## src/rtl/rgbw_pwm_pkg.sv

```systemverilog
// Shared constants and types for the four-channel RGBW PWM core.
package rgbw_pwm_pkg;

  localparam int PWM_WIDTH = 8;
  localparam int PWM_MAX   = 2**PWM_WIDTH - 1;

  localparam int NUM_CH = 4;
  localparam int CH_R   = 0;
  localparam int CH_G   = 1;
  localparam int CH_B   = 2;
  localparam int CH_W   = 3;

  typedef logic [PWM_WIDTH-1:0] duty_t;

endpackage

```

## src/rtl/rgbw_pwm_core_if.sv

```systemverilog
// Control/status bundle between the PWM core and its host: tick input,
// duty loading handshake and the four LED outputs.
interface rgbw_pwm_core_if;
  import rgbw_pwm_pkg::*;

  logic  clkPresc;
  logic  enable;
  duty_t dutyR;
  duty_t dutyG;
  duty_t dutyB;
  duty_t dutyW;
  logic  dutyLoad;
  logic  loadPending;
  logic  periodStart;
  logic  pwmR;
  logic  pwmG;
  logic  pwmB;
  logic  pwmW;

  modport master (
    output clkPresc, enable, dutyR, dutyG, dutyB, dutyW, dutyLoad,
    input  loadPending, periodStart, pwmR, pwmG, pwmB, pwmW
  );

  modport slave (
    input  clkPresc, enable, dutyR, dutyG, dutyB, dutyW, dutyLoad,
    output loadPending, periodStart, pwmR, pwmG, pwmB, pwmW
  );

endinterface

```

## src/rtl/rgbw_pwm_core_channel.sv

```systemverilog
// One PWM channel: shadow duty, active duty and the registered compare output.
module pwm_channel
  import rgbw_pwm_pkg::*;
(
  input  logic  clk,
  input  logic  reset,
  input  duty_t counter,
  input  duty_t duty,
  input  logic  dutyLoad,
  input  logic  apply,
  input  logic  enable,
  output logic  pwm
);

  duty_t shadow;
  duty_t active;

  // Apply reads the shadow before a same-cycle load overwrites it, so a
  // load on the boundary cycle lands in the following period.
  always_ff @(posedge clk or negedge reset) begin
    if (!reset) begin
      shadow <= '0;
      active <= '0;
      pwm    <= 1'b0;
    end else begin
      if (dutyLoad) shadow <= duty;
      if (apply)    active <= shadow;
      pwm <= enable & (counter < active);
    end
  end

endmodule

```

## src/rtl/rgbw_pwm_core.sv

```systemverilog
// Four-channel PWM generator ticked by a prescaled strobe in the clk domain,
// with double-buffered duties that switch only at period boundaries.
module rgbw_pwm_core
  import rgbw_pwm_pkg::*;
(
  input  logic clk,
  input  logic reset,
  rgbw_pwm_core_if.slave bus
);

  localparam duty_t CNT_LAST = duty_t'(PWM_MAX - 1);

  logic  armed;
  logic  prescPrev;
  logic  tick;
  logic  boundary;
  logic  apply;
  logic  pendingQ;
  logic  startQ;
  duty_t counter;
  duty_t duty [NUM_CH];
  logic  pwm  [NUM_CH];

  // armed blocks a tick on the first edge after reset release, so a
  // prescaler already high at release cannot count immediately.
  assign tick     = armed & bus.clkPresc & ~prescPrev;
  assign boundary = tick & bus.enable & (counter == CNT_LAST);
  assign apply    = boundary & pendingQ;

  always_ff @(posedge clk or negedge reset) begin
    if (!reset) begin
      armed     <= 1'b0;
      prescPrev <= 1'b0;
      counter   <= '0;
      startQ    <= 1'b0;
      pendingQ  <= 1'b0;
    end else begin
      armed     <= 1'b1;
      prescPrev <= bus.clkPresc;
      startQ    <= boundary;
      if (!bus.enable) begin
        counter <= '0;
      end else if (tick) begin
        counter <= boundary ? '0 : counter + duty_t'(1);
      end
      // A load on the boundary cycle keeps pending set for the next period.
      if (bus.dutyLoad) begin
        pendingQ <= 1'b1;
      end else if (boundary) begin
        pendingQ <= 1'b0;
      end
    end
  end

  assign duty[CH_R] = bus.dutyR;
  assign duty[CH_G] = bus.dutyG;
  assign duty[CH_B] = bus.dutyB;
  assign duty[CH_W] = bus.dutyW;

  for (genvar ch = 0; ch < NUM_CH; ch++) begin : g_ch
    pwm_channel u_ch (
      .clk      (clk),
      .reset    (reset),
      .counter  (counter),
      .duty     (duty[ch]),
      .dutyLoad (bus.dutyLoad),
      .apply    (apply),
      .enable   (bus.enable),
      .pwm      (pwm[ch])
    );
  end

  assign bus.loadPending = pendingQ;
  assign bus.periodStart = startQ;
  assign bus.pwmR        = pwm[CH_R];
  assign bus.pwmG        = pwm[CH_G];
  assign bus.pwmB        = pwm[CH_B];
  assign bus.pwmW        = pwm[CH_W];

endmodule

```

## src/flat_wrapper.sv

```systemverilog
// flat-port wrapper written by rule: the top's interface ports become plain ports
module rgbw_pwm_core_flat import rgbw_pwm_pkg::*;
  (clk, reset, bus_clkPresc, bus_enable, bus_dutyR, bus_dutyG, bus_dutyB, bus_dutyW, bus_dutyLoad, bus_loadPending, bus_periodStart, bus_pwmR, bus_pwmG, bus_pwmB, bus_pwmW);
  rgbw_pwm_core_if bus_i ();
  input  logic clk;
  input  logic reset;
  input wire logic [$bits(bus_i.clkPresc)-1:0] bus_clkPresc;
  input wire logic [$bits(bus_i.enable)-1:0] bus_enable;
  input wire logic [$bits(bus_i.dutyR)-1:0] bus_dutyR;
  input wire logic [$bits(bus_i.dutyG)-1:0] bus_dutyG;
  input wire logic [$bits(bus_i.dutyB)-1:0] bus_dutyB;
  input wire logic [$bits(bus_i.dutyW)-1:0] bus_dutyW;
  input wire logic [$bits(bus_i.dutyLoad)-1:0] bus_dutyLoad;
  output wire logic [$bits(bus_i.loadPending)-1:0] bus_loadPending;
  output wire logic [$bits(bus_i.periodStart)-1:0] bus_periodStart;
  output wire logic [$bits(bus_i.pwmR)-1:0] bus_pwmR;
  output wire logic [$bits(bus_i.pwmG)-1:0] bus_pwmG;
  output wire logic [$bits(bus_i.pwmB)-1:0] bus_pwmB;
  output wire logic [$bits(bus_i.pwmW)-1:0] bus_pwmW;
  assign bus_i.clkPresc = bus_clkPresc;
  assign bus_i.enable = bus_enable;
  assign bus_i.dutyR = bus_dutyR;
  assign bus_i.dutyG = bus_dutyG;
  assign bus_i.dutyB = bus_dutyB;
  assign bus_i.dutyW = bus_dutyW;
  assign bus_i.dutyLoad = bus_dutyLoad;
  assign bus_loadPending = bus_i.loadPending;
  assign bus_periodStart = bus_i.periodStart;
  assign bus_pwmR = bus_i.pwmR;
  assign bus_pwmG = bus_i.pwmG;
  assign bus_pwmB = bus_i.pwmB;
  assign bus_pwmW = bus_i.pwmW;
  rgbw_pwm_core u_core (.clk(clk), .reset(reset), .bus(bus_i));
endmodule
```

## config.mk

```make
export PLATFORM = sky130hd
export DESIGN_NAME = rgbw_pwm_core_flat
export DESIGN_NICKNAME = d
export VERILOG_FILES = /design/src/rtl/rgbw_pwm_pkg.sv /design/src/rtl/rgbw_pwm_core_if.sv /design/src/rtl/rgbw_pwm_core_channel.sv /design/src/rtl/rgbw_pwm_core.sv /design/src/flat_wrapper.sv
export SDC_FILE = /design/constraint.sdc
export NUM_CORES = 1
export LEC_CHECK = 0
export CAP_MARGIN = 0
export CORE_ASPECT_RATIO = 1.25
export CORE_UTILIZATION = 46
export DETAILED_ROUTE_END_ITERATION = 10
export PLACE_DENSITY = 0.68
export SYNTH_ARGS = -nofsm -noshare
export SYNTH_HDL_FRONTEND = slang
export SYNTH_SLANG_ARGS = --single-unit
export TNS_END_PERCENT = 1
```

## constraint.sdc

```tcl
create_clock -name clk -period 2.4 [get_ports clk]
set_clock_uncertainty 0.2 [all_clocks]
set_input_delay 0.48 -clock clk [delete_from_list [all_inputs] [get_ports clk]]
set_output_delay 0.48 -clock clk [all_outputs]
set_load 0.03 [all_outputs]
```

== Word-level counts from Yosys, hierarchy flattened ==
Cells that the tools add are included.

* Bits in registers: 80
* Logic and storage cells: 40
* Input port bits: 37

* Reduce and logical (&&, ||, !) cells: 1
* Muxes and demuxes: 5
* Bitwise logic cells: 10
* Add/sub/neg operators: 1
* Eq/ne operators: 2
* Magnitude comparators: 4

{| class="wikitable"
|+ Operator list
! operator !! count
|-
| 8-bit < comparator || 4
|-
| 8-bit 2-to-1 mux || 3
|-
| 1-bit bitwise AND || 9
|-
| 8-bit by 1-bit adder with 8-bit output (second input constant) || 1
|-
| 8-bit == test (second input constant) || 1
|-
| 1-bit 2-to-1 mux || 2
|-
| 2-bit by 1-bit != test with 1-bit output (second input constant) || 1
|-
| 2-bit nonzero test || 1
|-
| 1-bit inverter || 1
|}

== Longest topological paths before layout ==
* Depth in word-level cells: 7
* Mapped depth: 8

== Modules after synthesis ==
Synthesis repeated with hierarchy kept, for this count alone.

* Cell total of the unflattened synthesis: 332
* Area total of the unflattened synthesis: 3774.9 um^2

{| class="wikitable"
|+ By module, submodules not included
! module !! times used !! sequential area each (um^2) !! area an instance (um^2) !! cells an instance
|-
| pwm_channel || 4 || 425.4 || 790.8 || 68
|-
| rgbw_pwm_core || 1 || 300.3 || 611.8 || 60
|}

== Worst setup path before layout ==
OpenSTA, ideal clock, no wires.

* Kind: register -> register
* From: register u_core.counter[0]
* To: register u_core.g_ch[0].u_ch.active[2]
* Stages on the path, launching flop included: 9
* Data arrival time: 2066 ps
* Setup slack: 9 ps
* Data required time: 2075 ps
* Buffers on the path: 3
* Setup time: 125 ps
* Path through: dfrtp_1 clkbuf_1 inv_1 ha_1 nand3_2 or4_1 buf_6 buf_12 mux2_4

* Word-level cells in the longest chain between the ends: 3

{| class="wikitable"
|+ RTL lines
! item !! line !! text
|-
| start: declaration || rgbw_pwm_core.sv:20 || <nowiki>duty_t counter;</nowiki>
|-
| start signal: assignment || rgbw_pwm_core.sv:44 || <nowiki>counter <= boundary ? '0 : counter + duty_t'(1);</nowiki>
|-
| 8-bit == test || rgbw_pwm_core.sv:27 || <nowiki>assign boundary = tick & bus.enable & (counter == CNT_LAST);</nowiki>
|-
| 1-bit bitwise AND || rgbw_pwm_core.sv:27 ||
|-
| 1-bit bitwise AND || rgbw_pwm_core.sv:28 || <nowiki>assign apply = boundary & pendingQ;</nowiki>
|-
| end signal: assignment || rgbw_pwm_core_channel.sv:27 || <nowiki>if (apply) active <= shadow;</nowiki>
|-
| end: declaration || rgbw_pwm_core_channel.sv:16 || <nowiki>duty_t active;</nowiki>
|}

No other way between the ends.
A chain may end at the register's enable or synchronous reset.

== Worst setup path after layout ==
* From: register u_core.counter[0]
* To: register u_core.g_ch[3].u_ch.active[5]

* Word-level cells in the longest chain between the ends: 3

{| class="wikitable"
|+ RTL lines
! item !! line
|-
| 8-bit == test || rgbw_pwm_core.sv:27
|-
| 1-bit bitwise AND || rgbw_pwm_core.sv:27
|-
| 1-bit bitwise AND || rgbw_pwm_core.sv:28
|-
| end signal: assignment || rgbw_pwm_core_channel.sv:27
|-
| end: declaration || rgbw_pwm_core_channel.sv:16
|}

No other way between the ends.

==> flow_summary.yaml <==
clocking:
  clk_pin_slew_ns: 0.08
  cts-htree-levels: 3
  clockBufferDepth: 2
  clock-sinks: 80
  cts_root_buffer: "clkbuf_8"
  clkLatencyLatePin_ns: 0.35
  numCtsBuffers: 9
  cts_tree: "done"
synth:
  ys_top_cells_by_area: "dfrtp_1, mux2_4, ha_1"
  synth_top_cell_area_share: 0.504
  synth_warnings: 0
  ys_types: 38
  ys_ff_latch: 80
  syn_inst: 308
  synth-async-reset-ratio: 1.00
  netlist_area_mm2: 0.00397
  synth_top_area_cell: "dfrtp_1"
  synth.avg_cell_area_um2: 12.9
  yosysSeqAreaShare: 0.504
  synth-edff-count: 0
  ys.flop_type: "dfrtp_1"
  syn-num-nets: 375
route:
  ant_nets: 0
  drt_iter0_markers: 116
  vias_per_cell: 5.34
  firstDrtPassIters: 4
  wl_um: 7030
  wl_per_cell_um: 15.0
  dr_total_vias: 2500
  drc: 0
placed_design:
  hpwlAfterDp_um: 5090
  numPortBuffers: 42
  gp_congestion: 0.849
global_routing:
  grt_max_degree: 46
  grt_antenna_before_repair: 0
  grt_pass1_vias: 2593
  grt_pass1_wl_um: 12200
  grt_usage: 0.175
  grt_overflow: 0
die:
  design.die.area_mm2: 0.00901
  initial_utilization: 0.479
  die-width_um: 85.1
  core-area_mm2: 0.00829
  rows: 37
  ioPinCount: 43
  die_h_um: 106
setup_path:
  cpMaxStageDelayCell: "or4_2"
  critPathRequiredTime_ns: 2.44
  r2r-end: "u_core.g_ch[3].u_ch.active[5]"
  critPathLaunch: "u_core.counter[0]"
  path_max_fanout: 16
  worstSetupStartpointType: "flip-flop"
  end_kind: "flip-flop"
  critPathMaxStageDelay_ns: 0.72
  crit_chain: "inv_1, ha_1, nand3_2, or4_2, buf_6, mux2_4"
  timing_worst_setup_path_type: "flip-flop to flip-flop"
  crit_arrival_ns: 2.35
  worst-r2r-cell-count: 6
  r2r_slack_ns: 0.09
  worstReg2RegStart: "u_core.counter[0]"
hold_path:
  hold_path_depth: 1
  holdPathEnd: "u_core.g_ch[0].u_ch.active[0]"
  hold_path.class: "flip-flop to flip-flop"
  min-delay-start: "u_core.g_ch[0].u_ch.shadow[0]"
sta:
  max_freq_mhz: 433
  setup-tns-final_ns: 0
  grt_setup_unrepaired: "true"
  slew_viol_final: 0
  hold_viol: 0
  post-route-period-util: 0.961
  tightest_slew_ns: 0.563
  slew_headroom: 0.615
  timing.final.crit_period_ns: 2.31
  setup_viol: 0
cells_and_area:
  n_antenna_cell: 0
  drive_above_1_share: 0.261
  finish.utilization: 0.578
  syn2layout_area_growth_pct: 20.7
  fillers: 667
  final_nets: 434
power_and_ir_drop:
  ir_worst_vdd_mv: 0.269
  power_density_mw_per_mm2: 561
  p_leak_nw: 2.20
run_status:
  outcome: "completed"
flow_run:
  cap_violations: 0
Yosys cell counts, types with 2 or more instances:
cell / count
nor2b_1: 4
nand2_1: 11
o211ai_1: 4
clkbuf_1: 7
nor3_1: 8
nor3b_1: 4
o32ai_1: 2
nor2_1: 6
buf_12: 3
o21ai_0: 8
dfrtp_1: 80
or3_1: 2
mux2_1: 2
a21oi_1: 10
inv_1: 33
mux2_2: 32
nand3_1: 4
a2111oi_0: 3
ha_1: 30
o2111ai_1: 5
or4_1: 2
mux2_4: 30
nand3b_1: 3
report_power, final:
part / total, W / switching, W / internal, W
combinational: 0.000200 / 0.0000790 / 0.000121
clock: 0.00105 / 0.000478 / 0.000576
sequential: 0.00144 / 0.0000312 / 0.00141
total: 0.00269 / 0.000588 / 0.00210
per-layer routing:
metal  track usage  share of wire
met1         0.221           0.46
met2         0.293           0.50
met3        0.0384          0.029
met4        0.0690          0.017
met5             0              0
through the flow:
step           worst slack [ns]  hold WS [ns]  area, um^2  power [W]  cells
2_1_floorplan           0.00880       -0.0156        3970    0.00154    308
3_3_place_gp             -0.252         0.254        4560    0.00166    452
6_report                 0.0929         0.303        4790    0.00269    468
4_1_cts                  0.0546         0.306        4780    0.00272    468
3_5_place_dp             -0.308         0.261        4560    0.00167    452
5_1_grt                -0.00627         0.323        4790    0.00280    468
layout by cell type (no fill, tap or decap), drive strengths merged, types with 8 or more instances in the layout:
cell | netlist | routed
buf | 5 | 18
inv | 33 | 33
clkdlybuf4s50 | 0 | 41
clkbuf | 7 | 9
nor3 | 8 | 8
mux2 | 64 | 64
nand2 | 11 | 11
dfrtp | 80 | 80
a21oi | 10 | 10
ha | 30 | 30
o21ai | 8 | 8
kinds of logic after synthesis:
| family | share of synthesized area |
|---|---|
| AO/OA/AOI/OAI | 0.0621 |
| adder cells (fa/ha/maj) | 0.0945 |
| buffers and inverters | 0.0570 |
| flip-flops | 0.504 |
| multiplexers | 0.210 |
| other | 0.000944 |
| AND/OR/NAND/NOR | 0.0715 |
registers in the layout (all words and copies together) (netlist names):
| signal | count |
|---|---|
| u_core.counter | 8 |
| u_core.g_ch.u_ch.shadow | 32 |
| u_core.bus.loadPending | 1 |
| u_core.armed | 1 |
| u_core.bus.periodStart | 1 |
| u_core.g_ch.u_ch.pwm | 4 |
| u_core.prescPrev | 1 |
| u_core.g_ch.u_ch.active | 32 |
repair_timing:
action	in CTS	in global routing
gates resized for setup	0	3
endpoints found under the setup margin	0	32
hold endpoints to repair	35	0
buffers inserted	0	0
hold buffers	1	0
worst max-delay path by stage:
| stage | to | cells after the start |
|---|---|---|
| 2_1_floorplan | u_core.g_ch[0].u_ch.active[2] | 8 |
| 3_3_place_gp | u_core.g_ch[0].u_ch.active[1] | 5 |
| 3_5_place_dp | u_core.g_ch[0].u_ch.active[1] | 5 |
| 4_1_cts | u_core.g_ch[0].u_ch.active[1] | 6 |
| 5_1_grt | u_core.g_ch[0].u_ch.active[0] | 6 |
| 6_report | u_core.g_ch[3].u_ch.active[5] | 6 |
layout make-up:
class / count / area (um^2) / area share
flip-flops and latches: 80 / 2000 / 0.418
multi-input cells: 183 / 1740 / 0.364
repair buffers: 60 / 592 / 0.123
clock buffers: 9 / 124 / 0.0258
inverters: 33 / 124 / 0.0258
well taps: 97 / 121 / 0.0253
clock inverters: 6 / 85.1 / 0.0178
critical path, delay by kind of cell, from the launching register on:
kind | cells | cell delay [ns]
adder cells (fa/ha/maj) | 1 | 0.21
flip-flops | 1 | 0.38
buffers and inverters | 2 | 0.29
multiplexers | 1 | 0.31
AND/OR/NAND/NOR | 2 | 0.81
(Power assumes the default switching activity.)
